<file path="src/rtl/wb_arbiter.sv">
// rtl/wb_arbiter.sv - write-back arbiter: priority load path, FIFO-buffered ALU path, anti-starvation (option: WB_BYPASS_EN)
module wb_arbiter #(
    parameter int DATA_W     = 64,
    parameter int DEPTH      = 4,
    parameter int STARVE_MAX = 3
) (
    input  logic                     clk,
    input  logic                     reset,
    input  logic                     alu_valid,
    output logic                     alu_ready,
    input  logic [4:0]               alu_addr,
    input  logic [DATA_W-1:0]        alu_data,
    input  logic                     mem_valid,
    output logic                     mem_ready,
    input  logic [4:0]               mem_addr,
    input  logic [DATA_W-1:0]        mem_data,
    output logic                     write,
    output logic [4:0]               wrAddr,
    output logic [DATA_W-1:0]        wrData,
    output logic [31:0]              pending,
    output logic [$clog2(DEPTH):0]   alu_count
);
    localparam int AW = $clog2(DEPTH);
    localparam int SW = $clog2(STARVE_MAX + 1);

    logic [4:0]        r_fifo_addr [DEPTH];
    logic [DATA_W-1:0] r_fifo_data [DEPTH];
    logic [AW:0]       r_wr_ptr;
    logic [AW:0]       r_rd_ptr;
    logic [SW-1:0]     r_starve;

    logic        w_empty;
    logic        w_full;
    logic        w_force_alu;
    logic        w_mem_win;
    logic        w_pop;
    logic        w_push;
    logic        w_bypass;
    logic [AW:0] w_count;

    assign w_empty     = (r_wr_ptr == r_rd_ptr);
    assign w_full      = (r_wr_ptr[AW] != r_rd_ptr[AW]) &&
                         (r_wr_ptr[AW-1:0] == r_rd_ptr[AW-1:0]);
    assign w_count     = r_wr_ptr - r_rd_ptr;
    assign w_force_alu = (r_starve == SW'(STARVE_MAX));

    assign alu_ready = ~w_full;
    assign mem_ready = ~w_force_alu;
    assign alu_count = w_count;

    // Register 31 is the zero register: accepted on both paths but never written.
    assign w_mem_win = mem_valid & mem_ready & (mem_addr != 5'd31);
    assign w_pop     = ~w_mem_win & ~w_empty;

`ifdef WB_BYPASS_EN
    assign w_bypass = w_empty & ~w_mem_win & alu_valid & (alu_addr != 5'd31);
`else
    assign w_bypass = 1'b0;
`endif

    assign w_push = alu_valid & alu_ready & (alu_addr != 5'd31) & ~w_bypass;

    // A physical slot is valid when its distance from the read pointer is below the occupancy.
    always_comb begin
        pending = '0;
        for (int j = 0; j < DEPTH; j++) begin
            if ({1'b0, AW'(AW'(j) - r_rd_ptr[AW-1:0])} < w_count)
                pending[r_fifo_addr[j]] = 1'b1;
        end
    end

    always_ff @(posedge clk) begin
        if (w_push) begin
            r_fifo_addr[r_wr_ptr[AW-1:0]] <= alu_addr;
            r_fifo_data[r_wr_ptr[AW-1:0]] <= alu_data;
        end
    end

    always_ff @(posedge clk or negedge reset) begin
        if (!reset) begin
            r_wr_ptr <= '0;
            r_rd_ptr <= '0;
            r_starve <= '0;
            write    <= 1'b0;
            wrAddr   <= '0;
            wrData   <= '0;
        end else begin
            if (w_push)
                r_wr_ptr <= r_wr_ptr + 1'b1;
            if (w_pop)
                r_rd_ptr <= r_rd_ptr + 1'b1;

            if (w_pop || w_empty)
                r_starve <= '0;
            else if (w_mem_win)
                r_starve <= r_starve + 1'b1;

            if (w_mem_win) begin
                write  <= 1'b1;
                wrAddr <= mem_addr;
                wrData <= mem_data;
            end else if (!w_empty) begin
                write  <= 1'b1;
                wrAddr <= r_fifo_addr[r_rd_ptr[AW-1:0]];
                wrData <= r_fifo_data[r_rd_ptr[AW-1:0]];
            end else if (w_bypass) begin
                write  <= 1'b1;
                wrAddr <= alu_addr;
                wrData <= alu_data;
            end else begin
                write  <= 1'b0;
            end
        end
    end
endmodule

</file>
<file path="config.mk">
export PLATFORM = sky130hd
export DESIGN_NAME = wb_arbiter
export DESIGN_NICKNAME = d
export VERILOG_FILES = /design/src/rtl/wb_arbiter.sv
export SDC_FILE = /design/constraint.sdc
export NUM_CORES = 1
export LEC_CHECK = 0
export CAP_MARGIN = 15
export CORE_UTILIZATION = 30
export CTS_CLUSTER_SIZE = 40
export DETAILED_ROUTE_END_ITERATION = 8
export GPL_TIMING_DRIVEN = 0
export PLACE_DENSITY = 0.55
export SYNTH_ARGS = -nofsm -noshare
export SYNTH_HDL_FRONTEND = slang
export SYNTH_SLANG_ARGS = --single-unit
</file>
<file path="constraint.sdc">
create_clock -name clk -period 3.5 [get_ports clk]
set_input_delay 0.7 -clock clk [delete_from_list [all_inputs] [get_ports clk]]
set_output_delay 0.7 -clock clk [all_outputs]
set_load 0.02 [all_outputs]
</file>
Word level (Yosys, flattened, before mapping)
Memory sizes are Yosys's and may differ from the RTL's. Index checks and enable logic that the tools add are counted.

Add/sub/neg operators: 8. $mul: 0. Divide/modulo/power cells: 0. $lt $le $gt $ge: 12. Eq/ne operators: 7. Shift operators: 0. Mux-type cells: 22. Bitwise operators: 12. Reductions and logical operators: 7.

Operators by type and width (count): $mux 32 (4); $mux 64 (2); $or 32x32->32 (3); $lt 5x6->1 const B (4); $demux 1 s5 (4); $ge 5x1->1 const B (4); $lt 2x3->1 (4); $mux 5 (2); $ne 5x5->1 const B (2); $mux 1 (8); $add 3x1->3 const B (2); $and 1x1->1 (5); $logic_and 1x1->1 (5); $mux 2 (2); $not 1->1 (4); $sub 1x2->2 const A (2); $sub 2x2->2 const A (2); $eq 3x3->1 (1); $sub 3x3->3 (1); $add 2x1->2 const B (1); $eq 2x2->1 (1); $eq 2x2->1 const B (1); $ne 2x1->1 const B (1); $reduce_bool 2->1 (1); 2 further kinds (2).

Register bits after elaboration: 78. Bits in latches: 0. Bits in writable memories: 276. Memory bits (read-only): 0. Input port bits: 142. Output and inout bits: 107. Word-level logic and storage cells: 76. Memories: 2.

Memory list: r_fifo_data (depth 4, bits a word 64, rd ports 1, clocked after Yosys merged registers in 0, write ports 1, line 27) `logic [DATA_W-1:0] r_fifo_data [DEPTH];`; r_fifo_addr (depth 4, bits a word 5, rd ports 5, clocked after Yosys merged registers in 0, write ports 1, line 26) `logic [4:0] r_fifo_addr [DEPTH];`.

Depth between registers and ports, before layout
Gate-level depths: netlist (run 1). An unclocked memory read counts as a cell.

Depth in word-level cells: 12. Gate-level depth with buffers: 11. Depth with buffers taken out: 10.

Worst setup path before layout (run 1)
Ideal clock, no wire load.

Path type: reg2reg. Start: register r_rd_ptr[1]. End: memory r_fifo_addr[0][0] (enable). Library setup time: 0.435 ns. Data arrival time: 3.542 ns. Data required time: 3.065 ns. Setup slack: -0.477 ns. Cell stages (with the launch flop): 8. Path buffers: 2. Clock period less this slack: 3.977 ns. Cells stage by stage: dfrtp_1 clkbuf_1 clkbuf_1 inv_1 ha_1 nand3b_1 and3_1 and2_1.

Cells in the longest elaborated chain, start to end: 7.

Ends and longest elaborated chain: start, declared (line 29) `logic [AW:0] r_rd_ptr;`; start signal, assigned (line 91) `r_rd_ptr <= r_rd_ptr + 1'b1;`; $eq 2x2->1 (line 43) `(r_wr_ptr[AW-1:0] == r_rd_ptr[AW-1:0]);`; $logic_and 1x1->1 (line 42) `assign w_full = (r_wr_ptr[AW] != r_rd_ptr[AW]) &&`; $not 1->1 (line 47) `assign alu_ready = ~w_full;`; via alu_ready (line 10) `output logic alu_ready,`; $and 1x1->1 (2 in a row) (line 61) `assign w_push = alu_valid & alu_ready & (alu_addr != 5'd31) & ~w_bypass;`; $mux 1 (line 73) `if (w_push) begin`; $mux 1 (not written as such) (line 74) `r_fifo_addr[r_wr_ptr[AW-1:0]] <= alu_addr;`; end, declared (line 26).

The timed path passes the listed nets, and every way through them passes these cells.

Worst setup path in the final report (run 1)
Start: register r_rd_ptr[1]. End: output pending[9].

Cells in the longest elaborated chain, start to end: 9. Elaborated cells between the ends (all ways): 16. Those cells by class: add/sub (5); order compare (4); mux (4); bitwise (3).

Ends and longest elaborated chain: $sub 3x3->3 / $sub 1x2->2 (equally long branches) (line 44, 67); $lt 2x3->1 (line 67) `if ({1'b0, AW'(AW'(j) - r_rd_ptr[AW-1:0])} < w_count)`; $mux 32 (line 67); $or 32x32->32 (no source line); $mux 32 (line 67); $or 32x32->32 (no source line); $mux 32 (line 67); $or 32x32->32 (no source line); $mux 32 * (line 67); end, declared (line 20) `output logic [31:0] pending,`.

Mark *: on every way between the ends. The rest lies on a longest branch, timed or not.

==> results.ini, run 1 <==
[global_route]
grt_overflow_total = 0
grt_first_pass_wirelength_um = 67500
grt_use_met3 = 0.0405
grt_max_degree = 42
grt_pass1_vias = 10600
use_met1 = 0.235
met2_usage = 0.292
grt.busiest_layer = met2
track_usage = 0.179
antenna_found_initial = 4

[timing]
whs_ns = 0.139
finClkSkew_ns = 0.0156
fmax_mhz = 258
fin_crit_sh = 1.11
relSlewSlack = 0.368
fin_ws_ns = -0.372
rsz0062_at_grt = true
slew_violations = 0
finalHoldViolations = 0
tightest_slew_ns = 0.946
final-setup-viol-count = 32
finalCriticalPeriod_ns = 3.87

[synthesis]
async_reset_ff_frac = 0.220
synth_simple_gate_area_frac = 0.123
synth_cells = 1044
yosys-top-cells-area = edfxtp_1, dfrtp_1, mux4_2
synth-compound-area-share = 0.0471
synthMuxAreaShare = 0.104
synth_area_per_cell_um2 = 14.4
yosysSeqAreaShare = 0.679
synth-adder-area-share = 0.0129
syn-cell-area_um2 = 15100
synth_flop_cell = edfxtp_1
yosys.area.top_type = edfxtp_1
ys_warn_count = 0
synth.top_cell.area_share = 0.550
synth_top_family_by_area = simple AND/OR/NAND/NOR gates
synth.distinct_cells = 49
synth-edff-count = 276
synth_xor_area_frac = 0.00473
ys_ff_latch = 354
synth_fp_nets = 1201

[detailed_routing]
post-route-drc-count = 0
drtAntennaViolNets = 0
vias = 10200
drt_wl_total_um = 45200
drt_iter0_drc = 717
wl_per_cell_um = 22.0
dr.pass1.iters = 5
viasPerCell = 4.96

[finish]
antenna_cells = 0
post-route-util = 0.421
drive_above_1_share = 0.213
final_common_cell = edfxtp_1
final_cells = 2057
final_nets = 1520
area_delta_synth_final_pct = 37.4
final_cell_area_um2 = 20700
final_cell_mix = edfxtp_1, clkdlybuf4s50_1, nand2_1

[status]
status = finished with violations
violations = setup timing

[floorplan]
dieArea_um2 = 51200
fp.dieH_um = 226
pin_count = 249
rows = 81
die_w_um = 226
start_util = 0.306
coreArea_um2 = 49300

[setup_path]
crit_type = reg2out
required_ns = 2.80
startpoint_type = register
critPathCaptureType = primary output
cp_max_fo = 8
critPathArrivalTime_ns = 3.17

[place]
place_area_um2 = 18600
dp.cells = 1963
pre_cts_slack_ns = -1.67
dpl.hpwl_um = 30300
gp_congestion = 0.879
port_buffers = 248

[cts]
clockBufferDepth = 3
htree_levels = 2
cts.clk_slew.worst_paths_ns = 0.06
cts_hold_buffers = 0
clock_sinks = 354
clk_latency_ns = 0.55
cts_tree = yes
cts_root_buffer = clkbuf_16
cts_made_buffers = 39

[power]
peakVddDrop_mv = 0.583
cellPowerDensity_nw_per_um2 = 1040
leakage_nw = 7.26

[min_path]
hold_path.class = in2async

[run]
cap_violations = 0

metrics by stage:
step                      TNS (ns)  total power, mW
final                        -8.99             21.5
after detailed placement    -68.06             15.1
after floorplan             -0.579             11.4
after CTS                    -8.61             21.4
after global routing        -11.78             22.6
after global placement     -508.44             15.0
repair_timing:
action / in CTS / in global routing
gates cloned: 5 / 0
gates resized for setup: 268 / 36
buffers inserted: 19 / 2
hold endpoints to repair: 0 / 0
setup endpoints to repair: 212 / 33
pin swaps: 30 / 21
worst max-delay path: stages (launching register included):
cell,delay (ns)
dfrtp_2,0.41
clkbuf_16,0.15
clkinvlp_4,0.09
fa_2,0.58
inv_4,0.08
ha_4,0.22
nor2b_4,0.12
o21ai_4,0.16
buf_6,0.14
nand3b_4,0.22
o221ai_4,0.30
buf_6,0.16
logic make-up after synthesis:
logic type,count (synthesis)
compound gates,101
xor+xnor,6
fa+ha+maj,15
buf+inv,88
flops,354
mux,70
simple gates,410
worst paths after layout:
path / start / endpoint / slack, ns / cells after the start
hold / removal: reset / wrData[20] / 0.14 / 1
min in group clk: r_starve[0] / r_starve[0] / 0.44 / 1
hold reg to reg: r_starve[0] / r_starve[0] / 0.44 / 1
max in group asynchronous: reset / wrData[22] / 2.67 / 2
setup / recovery: r_rd_ptr[1] / pending[9] / -0.37 / 11
setup reg to reg: r_rd_ptr[1] / r_fifo_data[0][55] / 0.51 / 9
area by class of cell:
cell class	instances	area, µm²
tap	664	831
sequential	354	10200
timing repair buffer	279	2960
fill	4572	28500
multi-input combinational	602	4870
clock buffer	56	1090
buffer	70	455
inverter	17	70.1
clock inverter	15	191
registers in the layout (all words and copies together), names as in the netlist:
name and flops:
r_fifo_addr 20, r_fifo_data 256, r_rd_ptr 3, r_starve 2, r_wr_ptr 3, wrAddr 5
wrData 64, write 1
routing by layer:
layer  up-vias  wire (µm)
met1      5156      19700
met5         -         47
li1       4614          -
met4         8       1070
met3        85       2760
met2       332      21600
synthesized netlist by cell type (3+ instances only):
library cell	n
o221ai_1	8
a32oi_1	8
clkbuf_8	5
and2_1	6
or3b_2	3
nor3b_1	10
mux4_2	69
xnor2_1	4
a31oi_1	69
nand3b_1	5
ha_1	14
and3_1	6
edfxtp_1	276
buf_2	17
nor2_1	92
clkbuf_4	3
dfrtp_1	78
nand4_1	19
clkbuf_1	38
nand3_1	70
nor2b_1	5
nor3_1	11
and3b_1	4
inv_1	17
buf_1	3
a22oi_1	6
nand2_1	172
power by group:
group | internal [mW] | switching (mW)
Sequential | 5.81 | 0.457
Clock | 2.47 | 1.64
Combinational | 4.99 | 6.16
Total | 13.3 | 8.26
Note: power is estimated with default switching activity, not from simulation.
==> run 2, diff against run 1 <==
--- a/config.mk
+++ b/config.mk
@@ -10,6 +10,7 @@
 export CTS_CLUSTER_SIZE = 40
 export DETAILED_ROUTE_END_ITERATION = 8
 export GPL_TIMING_DRIVEN = 0
+export MAX_ROUTING_LAYER = met4
 export PLACE_DENSITY = 0.55
 export SYNTH_ARGS = -nofsm -noshare
 export SYNTH_HDL_FRONTEND = slang
==> run 2 against run 1 <==
The run still ends with setup timing left. Critical endpoint is now pending[0]. Die area is the same. Maximum frequency shrank 1.2%. Via count grew 2.3%. First-iteration DRC count grew 9.3%. Sequential power is essentially flat. Critical path depth grew 1. Global-route usage grew 1.1 points. Flip-flop and latch count is the same. Setup slack lost 0.045 ns. Hold slack gained 0.054 ns. Clock skew grew 0.0070 ns. Cell area grew 1.6%.
==> results.ini, run 2 (synthesis results as in run 1) <==
[status]
status = finished with violations
violations = setup timing

[setup_path]
path_delay_family = adder cells
critPathCaptureType = primary output
r2r_start = r_rd_ptr[1]
regToRegSetupSlack_ns = 0.61
cp_num_buf_inv = 6
path_cells = clkbuf_16 -> clkinvlp_4 -> fa_2 -> inv_6 -> ha_4 -> o21bai_4 -> buf_6 -> a211oi_4 -> buf_12 -> nand2_2 -> nand4_1 -> buf_4
critPathArrivalTime_ns = 3.22
startpoint_type = register
slowest_stage = fa_2
cp_max_fo = 8
worst_r2r_endpoint = r_fifo_data[1][50]
ff2ff_path_depth = 8
crit_type = reg2out
required_ns = 2.80
cpPeakStageDelay_ns = 0.60

[timing]
fin_crit_sh = 1.12
final-setup-viol-count = 32
fin_ws_ns = -0.417
slew_violations = 0
relSlewSlack = 0.367
finalCriticalPeriod_ns = 3.92
fmax_mhz = 255
rsz0062_at_grt = true
finClkSkew_ns = 0.0226
tightest_slew_ns = 0.946
finalHoldViolations = 0

[global_route]
grt_pass1_vias = 10700
grt_max_degree = 49
track_usage = 0.190
grt_first_pass_wirelength_um = 69000
grt_overflow_total = 0
antenna_found_initial = 5

[floorplan]
rows = 81
start_util = 0.306
fp.dieH_um = 226
dieArea_um2 = 51200
die_w_um = 226
coreArea_um2 = 49300
pin_count = 249

[finish]
post-route-util = 0.427
final_cell_mix = edfxtp_1, clkdlybuf4s50_1, nand2_1
area_delta_synth_final_pct = 39.6
largest_reg_flops = 256
drive_above_1_share = 0.227
final_nets = 1543
final_common_cell = edfxtp_1
final_cell_area_um2 = 21000

[power]
peakVddDrop_mv = 0.597
leakage_nw = 7.41
power_mw = 22.7
cellPowerDensity_nw_per_um2 = 1080

[cts]
cts.clk_slew.worst_paths_ns = 0.06
cts_tree = yes
htree_levels = 2
cts_made_buffers = 41
clockBufferDepth = 3
clk_latency_ns = 0.56
clock_sinks = 354
cts_root_buffer = clkbuf_16
cts_hold_buffers = 0

[min_path]
hold_path.class = in2async

[run]
cap_violations = 0

[detailed_routing]
dr.pass1.iters = 5
drtAntennaViolNets = 0
drt_iter0_drc = 784
post-route-drc-count = 0
vias = 10400
viasPerCell = 4.99
drt_wl_total_um = 46700
wl_per_cell_um = 22.4

[place]
gp_congestion = 0.885
port_buffers = 248
dpl.hpwl_um = 30900
place_area_um2 = 18600

run 2: how the worst max path moves through the flow:
stage	startpoint	to	slack, ns	depth (start not counted)
finish	r_rd_ptr[1]	pending[0]	-0.42	12
detailed placement	r_rd_ptr[1]	pending[1]	-1.86	11
CTS	r_rd_ptr[1]	pending[9]	-0.42	12
floorplan	r_rd_ptr[1]	pending[17]	-0.1	10
global placement	r_rd_ptr[1]	pending[1]	-1.86	11
global route	r_rd_ptr[1]	pending[0]	-0.52	12
run 2: area by class of cell:
class | count | area [µm²]
Antenna cell | 5 | 12.5
Buffer | 70 | 453
Clock buffer | 58 | 1140
Clock inverter | 18 | 183
Fill cell | 4578 | 28200
Inverter | 17 | 72.6
Multi-Input combinational cell | 602 | 4910
Sequential cell | 354 | 10200
Tap cell | 664 | 831
Timing Repair Buffer | 300 | 3200
run 2: worst register-to-register path, cell delays in order, from the launching register on:
cell	delay (ns)
dfrtp_1	0.42
clkbuf_16	0.16
clkinvlp_4	0.09
buf_4	0.18
ha_1	0.31
nand3b_1	0.18
and3_1	0.31
and2_4	0.58
buf_16	0.31
run 2: through the flow:
| stage | TNS [ns] | setup slack, ns | cells | hold slack [ns] |
|---|---|---|---|---|
| floorplan | -0.579 | -0.0964 | 1044 | 0.404 |
| global placement | -519.02 | -1.86 | 1956 | 0.430 |
| detailed placement | -82.29 | -1.86 | 1963 | 0.436 |
| CTS | -10.26 | -0.416 | 2072 | 0.202 |
| global route | -14.46 | -0.522 | 2088 | 0.227 |
| finish | -10.93 | -0.417 | 2088 | 0.193 |
run 2: timing repair:
action	4_1_cts	5_1_grt
gates cloned	7	0
gates resized for setup	290	18
setup endpoints to repair	233	33
buffers inserted	30	12
pin swaps	32	17
run 2: routing by layer:
| metal | global-route usage | wire, µm | vias up |
|---|---|---|---|
| met5 | - | 0 | - |
| met3 | 0.0429 | 2940 | 75 |
| li1 | - | - | 4677 |
| met4 | 0.0547 | 1100 | 0 |
| met2 | 0.301 | 22500 | 366 |
| met1 | 0.243 | 20100 | 5309 |
run 2: where the power goes:
group / leakage (nW) / internal, mW / switching (mW)
Combinational: 3.35 / 5.74 / 6.50
Sequential: 3.42 / 5.81 / 0.452
Clock: 0.643 / 2.44 / 1.72
==> run 3, diff against run 2 <==
--- a/config.mk
+++ b/config.mk
@@ -11,7 +11,9 @@
 export DETAILED_ROUTE_END_ITERATION = 8
 export GPL_TIMING_DRIVEN = 0
 export MAX_ROUTING_LAYER = met4
-export PLACE_DENSITY = 0.55
+export PLACE_DENSITY = 0.53
+export SKIP_LAST_GASP = 1
 export SYNTH_ARGS = -nofsm -noshare
 export SYNTH_HDL_FRONTEND = slang
 export SYNTH_SLANG_ARGS = --single-unit
+export TNS_END_PERCENT = 30
==> constraint.sdc (replaced) <==
create_clock -name clk -period 4.8 [get_ports clk]
set_input_delay 0.96 -clock clk [delete_from_list [all_inputs] [get_ports clk]]
set_output_delay 0.96 -clock clk [all_outputs]
set_load 0.02 [all_outputs]
==> run 3 against run 2 <==
The run still ends with setup timing left. Utilization is 1.9 points lower. Clock skew decreased by 0.0057 ns. Cell count is 2.0% lower. Sequential power shrank 27%. Highest routed layer unchanged.
==> results.ini, run 3 (synthesis results as in run 1) <==
[timing]
finalHoldViolations = 0
relSlewSlack = 0.440
finClkSkew_ns = 0.0169
slew_violations = 0
fin_ws_ns = -0.0112
setup_tns_ns = -0.0200
tightest_slew_ns = 0.836
finalCriticalPeriod_ns = 4.81
final-setup-viol-count = 3
fin_crit_sh = 1.00
rsz0062_at_grt = true
fmax_mhz = 208

[finish]
final_common_cell = edfxtp_1
fill_cells = 4642
final_nets = 1503
largest_reg_flops = 256
final_cell_mix = edfxtp_1, clkdlybuf4s50_1, nand2_1
area_delta_synth_final_pct = 33.3
drive_above_1_share = 0.149
final_cells = 2047

[global_route]
use_met1 = 0.239
grt_overflow_total = 0
met2_usage = 0.286
grt.busiest_layer = met2
grt_pass1_vias = 10700
antenna_found_initial = 4
grt_first_pass_wirelength_um = 67200
track_usage = 0.184
grt_use_met3 = 0.0383
grt_max_degree = 47

[power]
power_mw = 14.4
cellPowerDensity_nw_per_um2 = 718
peakVddDrop_mv = 0.424
leakage_nw = 7.22

[cts]
cts_root_buffer = clkbuf_16
clockBufferDepth = 3
clk_latency_ns = 0.56
clock_sinks = 354
cts.clk_slew.worst_paths_ns = 0.06
cts_tree = yes
cts_made_buffers = 41
htree_levels = 2

[setup_path]
critPathArrivalTime_ns = 3.85
required_ns = 3.84
critPathCaptureType = primary output
crit_type = reg2out
startpoint_type = register
ff2ff_path_depth = 8
cp_max_fo = 10

[floorplan]
dieArea_um2 = 51200
die_w_um = 226
rows = 81
pin_count = 249
fp.dieH_um = 226
coreArea_um2 = 49300
start_util = 0.306

[detailed_routing]
post-route-drc-count = 0
drt_iter0_drc = 730
drt_wl_total_um = 45400
drtAntennaViolNets = 0
dr.pass1.iters = 5
vias = 10200
wl_per_cell_um = 22.2
viasPerCell = 4.96

[status]
violations = setup timing
status = finished with violations

[min_path]
hold_path.class = in2async

[place]
dpl.hpwl_um = 31000
gp_congestion = 0.891
dp.cells = 1963
port_buffers = 248

[run]
cap_violations = 0

run 3: changes by cell type in the layout (fill, tap and decap cells not counted), moves of 8 or more:
cell           change
nand3_1           +16
buf_4             -21
nand3_2           -16
buf_12             -9
a32oi_1            +8
buf_6             -37
dlygate4sd2_1     +19
run 3: area by class of cell:
type                       count  area [µm²]  share of cell area
buffer                        71         407              0.0202
multi-input combinational    602        4490               0.223
timing repair buffer         259        2690               0.134
inverter                      17        63.8             0.00317
antenna                        4        10.0            0.000498
sequential                   354       10200               0.509
tap                          664         831              0.0413
clock inverter                26         279              0.0139
clock buffer                  50        1100              0.0548
run 3: metal layers:
layer,share of wire,vias up,wire length (µm)
li1,-,4575,-
met4,0.022,0,992
met2,0.47,373,21400
met1,0.44,5145,19900
met3,0.070,69,3200
met5,0,-,0
run 3: timing repair:
action | 4_1_cts | 5_1_grt
buffers inserted | 4 | 0
pin swaps | 3 | 0
resized for setup | 52 | 10
setup endpoints to repair | 33 | 32
hold buffers | 0 | 0
run 3: path summary, 6_finish.rpt:
kind,startpoint,endpoint,slack [ns]
min reg2reg,r_starve[0],r_starve[0],0.45
max in group asynchronous,reset,wrData[21],3.74
max,r_rd_ptr[1],pending[13],-0.01
max reg2reg,r_rd_ptr[1],r_fifo_data[1][51],1.78
min,reset,wrData[17],0.37
min in group clk,r_starve[0],r_starve[0],0.45
run 3: per-stage QoR:
stage,area [µm²],utilization,hold slack [ns],setup slack (ns)
2_1_floorplan,15100,-,0.419,0.669
3_3_place_gp,18400,0.373,0.429,-1.40
3_5_place_dp,18600,0.377,0.439,-0.942
4_1_cts,20100,0.408,0.342,-0.216
5_1_grt,20100,0.408,0.369,-0.198
6_report,20100,0.408,0.366,-0.0112
run 3: critical path, cell delays in order (launching register included):
cell and delay (ns):
dfrtp_1 0.40, clkbuf_8 0.22, clkbuf_8 0.20, inv_1 0.14, fa_1 0.59, inv_1 0.13, ha_1 0.28, nor2b_1 0.15
o21ai_4 0.17, buf_12 0.15, nand3b_4 0.18, o221ai_1 0.35, clkdlybuf4s15_2 0.32
run 3: report_power, final:
group / switching (mW) / internal (mW) / leakage, nW / total, mW
clock network: 1.29 / 1.87 / 0.684 / 3.17
logic: 4.03 / 2.65 / 3.12 / 6.68
registers: 0.343 / 4.24 / 3.42 / 4.58
total: 5.67 / 8.76 / 7.22 / 14.4
